[src/rtl/call_panel_pkg.sv]
// Shared definitions for the elevator call panel: default sizing and FSM states.
// The controller uses the same 1-based floor codes; index = code - 1.
// Ports: none (package only).
package call_panel_pkg;

  localparam int N_FLOORS_DEF        = 5;
  localparam int FLOOR_W_DEF         = 3;
  localparam int DEBOUNCE_CYCLES_DEF = 500000;  // 10 ms at 50 MHz

  typedef enum logic [1:0] {
    IDLE  = 2'b00,
    OFFER = 2'b01,
    WAIT  = 2'b10
  } panel_state_t;

endpackage

[src/rtl/debounce_sync.sv]
// Purpose: synchronise one raw button, debounce it, pulse on an accepted rising edge.
// Latency: 2 sync cycles + DEBOUNCE_CYCLES stable samples; rise pulses with the level change.
// Backpressure: none; free-running per button.
// Ports: CLOCK_50/RESET clock and async reset; btn raw input; rise one-cycle 0->1 pulse.
module debounce_sync #(
  parameter int DEBOUNCE_CYCLES = 500000
) (
  input  logic CLOCK_50,
  input  logic RESET,
  input  logic btn,
  output logic rise
);

  localparam int CNT_W = (DEBOUNCE_CYCLES > 1) ? $clog2(DEBOUNCE_CYCLES) : 1;
  localparam logic [CNT_W-1:0] CNT_LAST = CNT_W'(DEBOUNCE_CYCLES - 1);

  logic             sync_a;
  logic             sync_b;
  logic             level;
  logic [CNT_W-1:0] cnt;

  // The counter only runs while the synchronised sample disagrees with the
  // accepted level; any return to the accepted level restarts it, so a flip
  // needs DEBOUNCE_CYCLES consecutive disagreeing samples.
  always_ff @(posedge CLOCK_50 or posedge RESET) begin
    if (RESET) begin
      sync_a <= 1'b0;
      sync_b <= 1'b0;
      level  <= 1'b0;
      rise   <= 1'b0;
      cnt    <= '0;
    end else begin
      sync_a <= btn;
      sync_b <= sync_a;
      rise   <= 1'b0;
      if (sync_b == level) begin
        cnt <= '0;
      end else if (cnt == CNT_LAST) begin
        cnt   <= '0;
        level <= sync_b;
        rise  <= sync_b;
      end else begin
        cnt <= cnt + CNT_W'(1);
      end
    end
  end

endmodule

[src/rtl/call_panel.sv]
// Purpose: latch debounced floor calls and offer them one at a time, round-robin, to the controller.
// Latency: press to req_valid = 2 + DEBOUNCE_CYCLES + 2 cycles; req_valid is registered (no path from req_ready).
// Backpressure: offer held with a stable floor until req_ready; calls keep latching meanwhile.
// Ports: CLOCK_50, RESET (async high); btn_in raw buttons; emergency level; req_valid/req_floor/req_ready
//        offer handshake; served_valid/served_floor served strobe; pending call LEDs; busy accepted-not-served.
module call_panel
  import call_panel_pkg::*;
#(
  parameter int N_FLOORS        = N_FLOORS_DEF,
  parameter int FLOOR_W         = FLOOR_W_DEF,
  parameter int DEBOUNCE_CYCLES = DEBOUNCE_CYCLES_DEF
) (
  input  logic                CLOCK_50,
  input  logic                RESET,
  input  logic [N_FLOORS-1:0] btn_in,
  input  logic                emergency,
  output logic                req_valid,
  output logic [FLOOR_W-1:0]  req_floor,
  input  logic                req_ready,
  input  logic                served_valid,
  input  logic [FLOOR_W-1:0]  served_floor,
  output logic [N_FLOORS-1:0] pending,
  output logic                busy
);

  localparam logic [FLOOR_W-1:0] LAST_IDX = FLOOR_W'(N_FLOORS - 1);

  panel_state_t        state, state_d;
  logic [FLOOR_W-1:0]  floor_idx, floor_idx_d;  // index of the offered / granted floor
  logic [FLOOR_W-1:0]  rr_ptr, rr_ptr_d;
  logic [N_FLOORS-1:0] rise;
  logic [N_FLOORS-1:0] clr;
  logic [N_FLOORS-1:0] pending_d;
  logic                pick_found;
  logic [FLOOR_W-1:0]  pick_idx;

  for (genvar i = 0; i < N_FLOORS; i++) begin : g_btn
    debounce_sync #(
      .DEBOUNCE_CYCLES(DEBOUNCE_CYCLES)
    ) u_deb (
      .CLOCK_50(CLOCK_50),
      .RESET   (RESET),
      .btn     (btn_in[i]),
      .rise    (rise[i])
    );
  end

  // Decode the served strobe; codes 0 and above N_FLOORS match no bit.
  always_comb begin
    clr = '0;
    for (int i = 0; i < N_FLOORS; i++) begin
      if (served_valid && (served_floor == FLOOR_W'(i + 1))) clr[i] = 1'b1;
    end
  end

  // Clear beats set; emergency flushes everything and drops new edges.
  assign pending_d = emergency ? '0 : ((pending | rise) & ~clr);

  // Round-robin search from rr_ptr with an explicit wrap at the top floor.
  always_comb begin
    logic [FLOOR_W-1:0] j;
    pick_found = 1'b0;
    pick_idx   = '0;
    j          = rr_ptr;
    for (int k = 0; k < N_FLOORS; k++) begin
      if (!pick_found && pending[j]) begin
        pick_found = 1'b1;
        pick_idx   = j;
      end
      j = (j == LAST_IDX) ? '0 : j + FLOOR_W'(1);
    end
  end

  always_comb begin
    state_d     = state;
    floor_idx_d = floor_idx;
    rr_ptr_d    = rr_ptr;
    if (emergency) begin
      state_d = IDLE;
    end else begin
      unique case (state)
        IDLE: begin
          if (pick_found) begin
            state_d     = OFFER;
            floor_idx_d = pick_idx;
          end
        end
        OFFER: begin
          // A call served (or already gone) before acceptance is withdrawn.
          if (clr[floor_idx] || !pending[floor_idx]) begin
            state_d = IDLE;
          end else if (req_ready) begin
            state_d  = WAIT;
            rr_ptr_d = (floor_idx == LAST_IDX) ? '0 : floor_idx + FLOOR_W'(1);
          end
        end
        WAIT: begin
          if (clr[floor_idx]) state_d = IDLE;
        end
        default: state_d = IDLE;
      endcase
    end
  end

  always_ff @(posedge CLOCK_50 or posedge RESET) begin
    if (RESET) begin
      state     <= IDLE;
      floor_idx <= '0;
      rr_ptr    <= '0;
      pending   <= '0;
    end else begin
      state     <= state_d;
      floor_idx <= floor_idx_d;
      rr_ptr    <= rr_ptr_d;
      pending   <= pending_d;
    end
  end

  assign req_valid = (state == OFFER);
  assign req_floor = (state == OFFER) ? floor_idx + FLOOR_W'(1) : '0;
  assign busy      = (state == WAIT);

endmodule

[config.mk]
export PLATFORM = sky130hd
export DESIGN_NAME = call_panel
export DESIGN_NICKNAME = d
export VERILOG_FILES = /design/src/rtl/call_panel_pkg.sv /design/src/rtl/debounce_sync.sv /design/src/rtl/call_panel.sv
export SDC_FILE = /design/constraint.sdc
export NUM_CORES = 1
export LEC_CHECK = 0
export CORE_UTILIZATION = 52
export DETAILED_ROUTE_END_ITERATION = 10
export PLACE_DENSITY = 0.72
export SYNTH_ARGS = -nofsm -noshare
export SYNTH_HDL_FRONTEND = slang
export SYNTH_SLANG_ARGS = --single-unit
[constraint.sdc]
create_clock -name CLOCK_50 -period 4.2 [get_ports CLOCK_50]
set_input_delay 0.84 -clock CLOCK_50 [delete_from_list [all_inputs] [get_ports CLOCK_50]]
set_output_delay 0.84 -clock CLOCK_50 [all_outputs]
set_load 0.01 [all_outputs]
==> impl_summary.log, run 1 <==
INFO  metric run_status = finished, final reports clean
INFO  metric finalSetupViolations = 0
INFO  metric die_height = 117.0 um
INFO  metric fillCellCount = 1036
INFO  metric insertion_delay = 0.41 ns
INFO  metric place_inst = 892
INFO  metric io_pins = 23
INFO  metric synth_enable_flop_cells = 0
INFO  metric grt_antenna_before_repair = 0
INFO  metric synthTopCellsByCount = 137 x nor2_1, 128 x dfrtp_1, 67 x nand2_1
INFO  metric routed_wire_length_per_instance = 14.69 um
INFO  metric unrepaired_setup_endpoints_after_global_routing = no
INFO  metric hold_depth = 0
INFO  metric post-synth-top-area-fraction = 46.57%
INFO  metric final.setup.tns = 0 ns
INFO  metric synth_top_flop_cell = dfrtp_1
INFO  metric drv_slew = 0
INFO  metric track_usage = 22.22%
INFO  metric cp-end-kind = register
INFO  metric detail_route.iter0.violations = 310
INFO  metric place.port_buffers = 22
INFO  metric vdd.ir_drop.worst = 0.3148 mV
INFO  metric std_cell_rows = 41
INFO  metric rr_startpoint = rr_ptr[1]
INFO  metric critical_path_start_end_classification = register to register
INFO  metric r2r-end = floor_idx[1]
INFO  metric timing.clock.skew = 0.004632 ns
INFO  metric maxSlewHeadroom = 51.35%
INFO  metric final_min_period_over_clock_period = 93.70%
INFO  metric cts-htree-levels = 4
INFO  metric synth_warnings = 0
INFO  metric final_layout_size_suffix_gt1_share = 10.90%
INFO  metric main_area_contributors_after_synthesis = dfrtp_1 47%, nor2_1 7.5%, xor2_1 6.9%
INFO  metric r2r.worst_path.cells = 15
INFO  metric clock_sinks = 128
INFO  metric postCtsHoldBufs = 0
INFO  metric vias = 5159
INFO  metric antenna_cells = 0
INFO  metric drt_pre_antenna_iters = 4
INFO  metric synthesis.area_per_instance = 9.673 um^2
INFO  metric most_frequent_cell_after_synthesis = nor2_1
INFO  metric dpl_worst_slack = 0.1002 ns
INFO  metric synth.distinct_cells = 72
INFO  metric cts_root_buffer = clkbuf_16
INFO  metric antenna_left = 0
INFO  metric remaining_design_rule_violation_count = 0
INFO  metric die_w = 117.0 um
INFO  metric core_region_area = 12770 um^2
INFO  metric worstHoldStart = g_btn[3].u_deb.sync_a
INFO  metric drt_wl_total = 13570 um
INFO  metric final-hold-violation-count = 0
INFO  metric worst_slack = 0.2647 ns
INFO  metric postSynthCellCount = 711
INFO  metric rrSetupSlack = 0.26 ns
INFO  metric largest_net_degree_at_the_start_of_global_routing = 72
INFO  metric cts_buffer_depth = 2
INFO  metric initial_core_util = 53.84%
INFO  metric cts_tree = done
INFO  metric route.detailed.vias_per_inst = 5.583
INFO  metric post-dp-hpwl = 9353 um
INFO  metric overflow = 0
INFO  metric wire_length_of_the_first_global_routing_pass = 23260 um
INFO  metric async_reset_ff_share = 100.0%
INFO  metric numCtsBuffers = 17
INFO  metric worst_pin_slew = 0.7242 ns
INFO  metric first_global_vias = 5026
INFO  metric layout_min_cycle_time = 3.935 ns
INFO  metric worstSetupStartpointType = register
INFO  metric power.density_cell_area = 374.3 nW/um^2
INFO  metric synth-seq-cells = 128
INFO  metric crit_path_max_fanout = 7
INFO  metric cellLeakagePower = 0.003373 uW
INFO  metric syn2layout_area_growth = 14.35%
INFO  metric holdCritPathClass = register to register
INFO  metric layoutNonFillerInstCount = 924
INFO  metric die_outline_area = 13690 um^2
INFO  metric max_freq = 0.2541 GHz
INFO  metric holdPathEnd = g_btn[3].u_deb.sync_b
INFO  metric max-cap-violations = 0
INFO  metric routabilityCongestion = 0.9013
INFO  metric clk_transition_reported_paths = 0.05 ns
INFO  metric final_net_count = 769
INFO  metric critical_path_required = 4.52 ns
INFO  metric data_arrival_at_the_endpoint_of_the_critical_path = 4.26 ns
INFO  metric yosysTopAreaCell = dfrtp_1
INFO  metric mappedNetlistNets = 738
INFO  metric finalCoreUtilization = 61.57%
INFO  metric synth_seq_area_share = 46.57%
INFO  metric post_synth_instance_area = 6878 um^2
## per-stage QoR
| step | hold WS (ns) | power [uW] | instance area [um^2] |
|---|---|---|---|
| final | 0.3479 | 2944 | 7865 |
| after global routing | 0.3581 | 3055 | 7865 |
| after CTS | 0.3487 | 2969 | 7833 |
| after detailed placement | 0.3371 | 1584 | 7277 |
| after global placement | 0.3341 | 1579 | 7277 |
| after floorplan | 0.3312 | 1509 | 6882 |
## cells by family (layout without fill, tap and decap cells)
family,count (synthesis),after routing,share of synthesized area (%)
flip-flops,128,128,46.57
AO/OA/AOI/OAI,67,67,7.950
XOR/XNOR,90,90,11.46
multiplexers,19,19,3.456
buffers and inverters,41,82,2.656
adder cells (fa/ha/maj),14,14,2.547
AND/OR/NAND/NOR,352,352,25.36
## worst max-delay path, stage by stage, from the launching register on
cell and delay, ns:
dfrtp_2 0.42, inv_1 0.08, ha_2 0.36, nand2_1 0.12
ha_1 0.24, o21ai_1 0.11, a22o_1 0.23, inv_4 0.07
ha_2 0.41, nor4_1 0.09, a2111oi_2 0.52, o21ai_1 0.14
a221oi_2 0.30, nor3b_4 0.32, o21ai_2 0.12, a221oi_2 0.30
## routing by layer
layer	wire, um	vias up	GRT usage, %	share of wire [%]
li1	-	2510	-	-
met1	6170	2527	28.69	45
met4	242	0	9.114	1.8
met3	664	20	5.510	4.9
met2	6493	102	35.98	48
met5	0	-	0	0
## power by group
group | leakage, uW | total, uW | switching (uW) | internal (uW)
Sequential | 0.00174 | 1310 | 44.2 | 1270
Combinational | 0.00136 | 261 | 155 | 106
Clock | 0.000277 | 1370 | 496 | 876
## cell type report
class                           instances  area (um^2)  share of cell area (%)
Clock buffer                           23        498.0                   6.332
Clock inverter                          6        57.56                  0.7318
Inverter                               22        88.84                   1.129
Multi-Input combinational cell        542         3501                   44.51
Sequential cell                       128         3204                   40.74
Tap cell                              172        215.2                   2.736
Timing Repair Buffer                   31        300.3                   3.818
## placed cells by master (no fill, tap or decap), types with 17 or more instances in the layout
| master | n |
|---|---|
| and3_1 | 22 |
| clkbuf_16 | 17 |
| clkdlybuf4s50_1 | 22 |
| dfrtp_1 | 127 |
| inv_1 | 20 |
| nand2_1 | 67 |
| nand3_1 | 39 |
| nor2_1 | 137 |
| xnor2_1 | 36 |
| xor2_1 | 54 |
## state kept, by name (all words and copies together), names as in the netlist
register and cells:
g_btn.u_deb.cnt 95, g_btn.u_deb.level 5, g_btn.u_deb.rise 5, g_btn.u_deb.sync_a 5, g_btn.u_deb.sync_b 5, pending 5, floor_idx 3, rr_ptr 3
state 2
## timing repair
item                                    4_1_cts  5_1_grt
endpoints found under the setup margin        0        4
buffers inserted                              0        3
resized for setup                             0        4
## worst max path at each step
stage               from           end  slack [ns]  cells after the start
3_3_place_gp   rr_ptr[1]  floor_idx[0]        0.34                     17
4_1_cts        rr_ptr[1]  floor_idx[1]        0.08                     17
6_report       rr_ptr[1]  floor_idx[1]        0.26                     15
5_1_grt        rr_ptr[1]  floor_idx[1]        0.01                     15
2_1_floorplan  rr_ptr[0]  floor_idx[0]        0.29                     19
3_5_place_dp   rr_ptr[1]  floor_idx[0]        0.10                     17
Power figures use the tool's default switching activity.
==> run 2: changes to the inputs <==
- SLEW_MARGIN: not set -> 10
==> results of run 2 <==
No change in the layout: final DEF, timing and power equal those of run 1.
==> run 3: changes to the inputs <==
- SLEW_MARGIN: 10 -> not set
==> results of run 3 <==
No change in the layout: final DEF, timing and power equal those of run 1.
==> variant, RTL diff (settings of run 3) <==
`FLOOR_W_DEF`: 3 -> 6.
--- a/src/rtl/call_panel_pkg.sv
+++ b/src/rtl/call_panel_pkg.sv
@@ -4,7 +4,7 @@
 package call_panel_pkg;
 
   localparam int N_FLOORS_DEF        = 5;
-  localparam int FLOOR_W_DEF         = 3;
+  localparam int FLOOR_W_DEF         = 6;
   localparam int DEBOUNCE_CYCLES_DEF = 500000;  // 10 ms at 50 MHz
 
   typedef enum logic [1:0] {
Ports: changed (resized req_floor and served_floor); port bits go from 23 to 29. No check against the original RTL was run, so the function may have changed too.
==> variant against run 3 <==
Routed wire length increased by 25%; critical path depth up 7; setup slack worse by 0.096 ns; final area rose by 14%; first-iteration DRC count increased by 4.5%; via count grew 18%; sequential cell count is 6 higher; synthesized area increased by 11%; count of clock-buffer cells in the layout decreased by 4; critical endpoint unchanged; largest cell class unchanged; highest routed layer unchanged.
Power is not compared: it rests on default switching activity, and its combinational part moved more than twofold at a synthesized area within 25%.
==> variant: results (changes against run 3) <==
wl_met1_um: 7640  # +24%
port_buffers: 28  # +27%
ff_latch_area_um2: 3350  # +4.6%
fillers: 1126  # +8.7%
nNonClkBuffers: 65  # +110%
buffer_area_share_pct: 6.50  # +2.7 points
met3_usage_pct: 4.11  # -1.4 points
multi_input_area_share_pct: 46.0  # +1.5 points
grt_pass1_wl_um: 28700  # +24%
met1_usage_pct: 32.3  # +3.6 points
nClkBuffers: 19  # -17%
netlist_top_cells_count: "nor2_1 (155), dfrtp_1 (134), xor2_1 (55)"
grt_use_met2_pct: 39.2  # +3.3 points
inv_count: 35  # +59%
worst_path_dominant_cell_family: "simple AND/OR/NAND/NOR gates"
num_vias: 6097  # +18%
synthDistinctLibCells: 81  # +13%
synthCells: 825  # +16%
drive_above_1_share_pct: 13.1  # +2.2 points
post-route-cell-area_um2: 8970  # +14%
dpl_cell_area_um2: 8360  # +15%
clkCellAreaFrac_pct: 6.04  # -1.0 points
multi_input_gates: 629  # +16%
outcome: "complete, no violations"
grt_pass1_vias: 6025  # +20%
variant: path summary, 6_finish.rpt:
path | from | end | cells past startpoint
worst min register to register | g_btn[2].u_deb.sync_a | g_btn[2].u_deb.sync_b | 0
worst min-delay path | g_btn[2].u_deb.sync_a | g_btn[2].u_deb.sync_b | 0
min in group asynchronous | RESET | g_btn[2].u_deb.cnt[10] | 2
max in group asynchronous | RESET | rr_ptr[0] | 3
worst max register to register | rr_ptr[1] | floor_idx[1] | 22
worst max-delay path | rr_ptr[1] | floor_idx[1] | 22
variant: logic make-up after synthesis:
logic type / count (synthesis) / synth area share (%)
multiplexers: 19 / 3.16
XOR/XNOR: 103 / 11.8
buffers and inverters: 62 / 3.40
AND/OR/NAND/NOR: 388 / 25.4
AO/OA/AOI/OAI: 104 / 9.95
adder cells (fa/ha/maj): 15 / 2.45
flip-flops: 134 / 43.9
variant: repair_timing:
item	CTS	global route
gates resized for setup	1	3
pin swaps	0	5
setup buffers	0	8
hold endpoints to repair	0	0
setup endpoints to repair	3	5
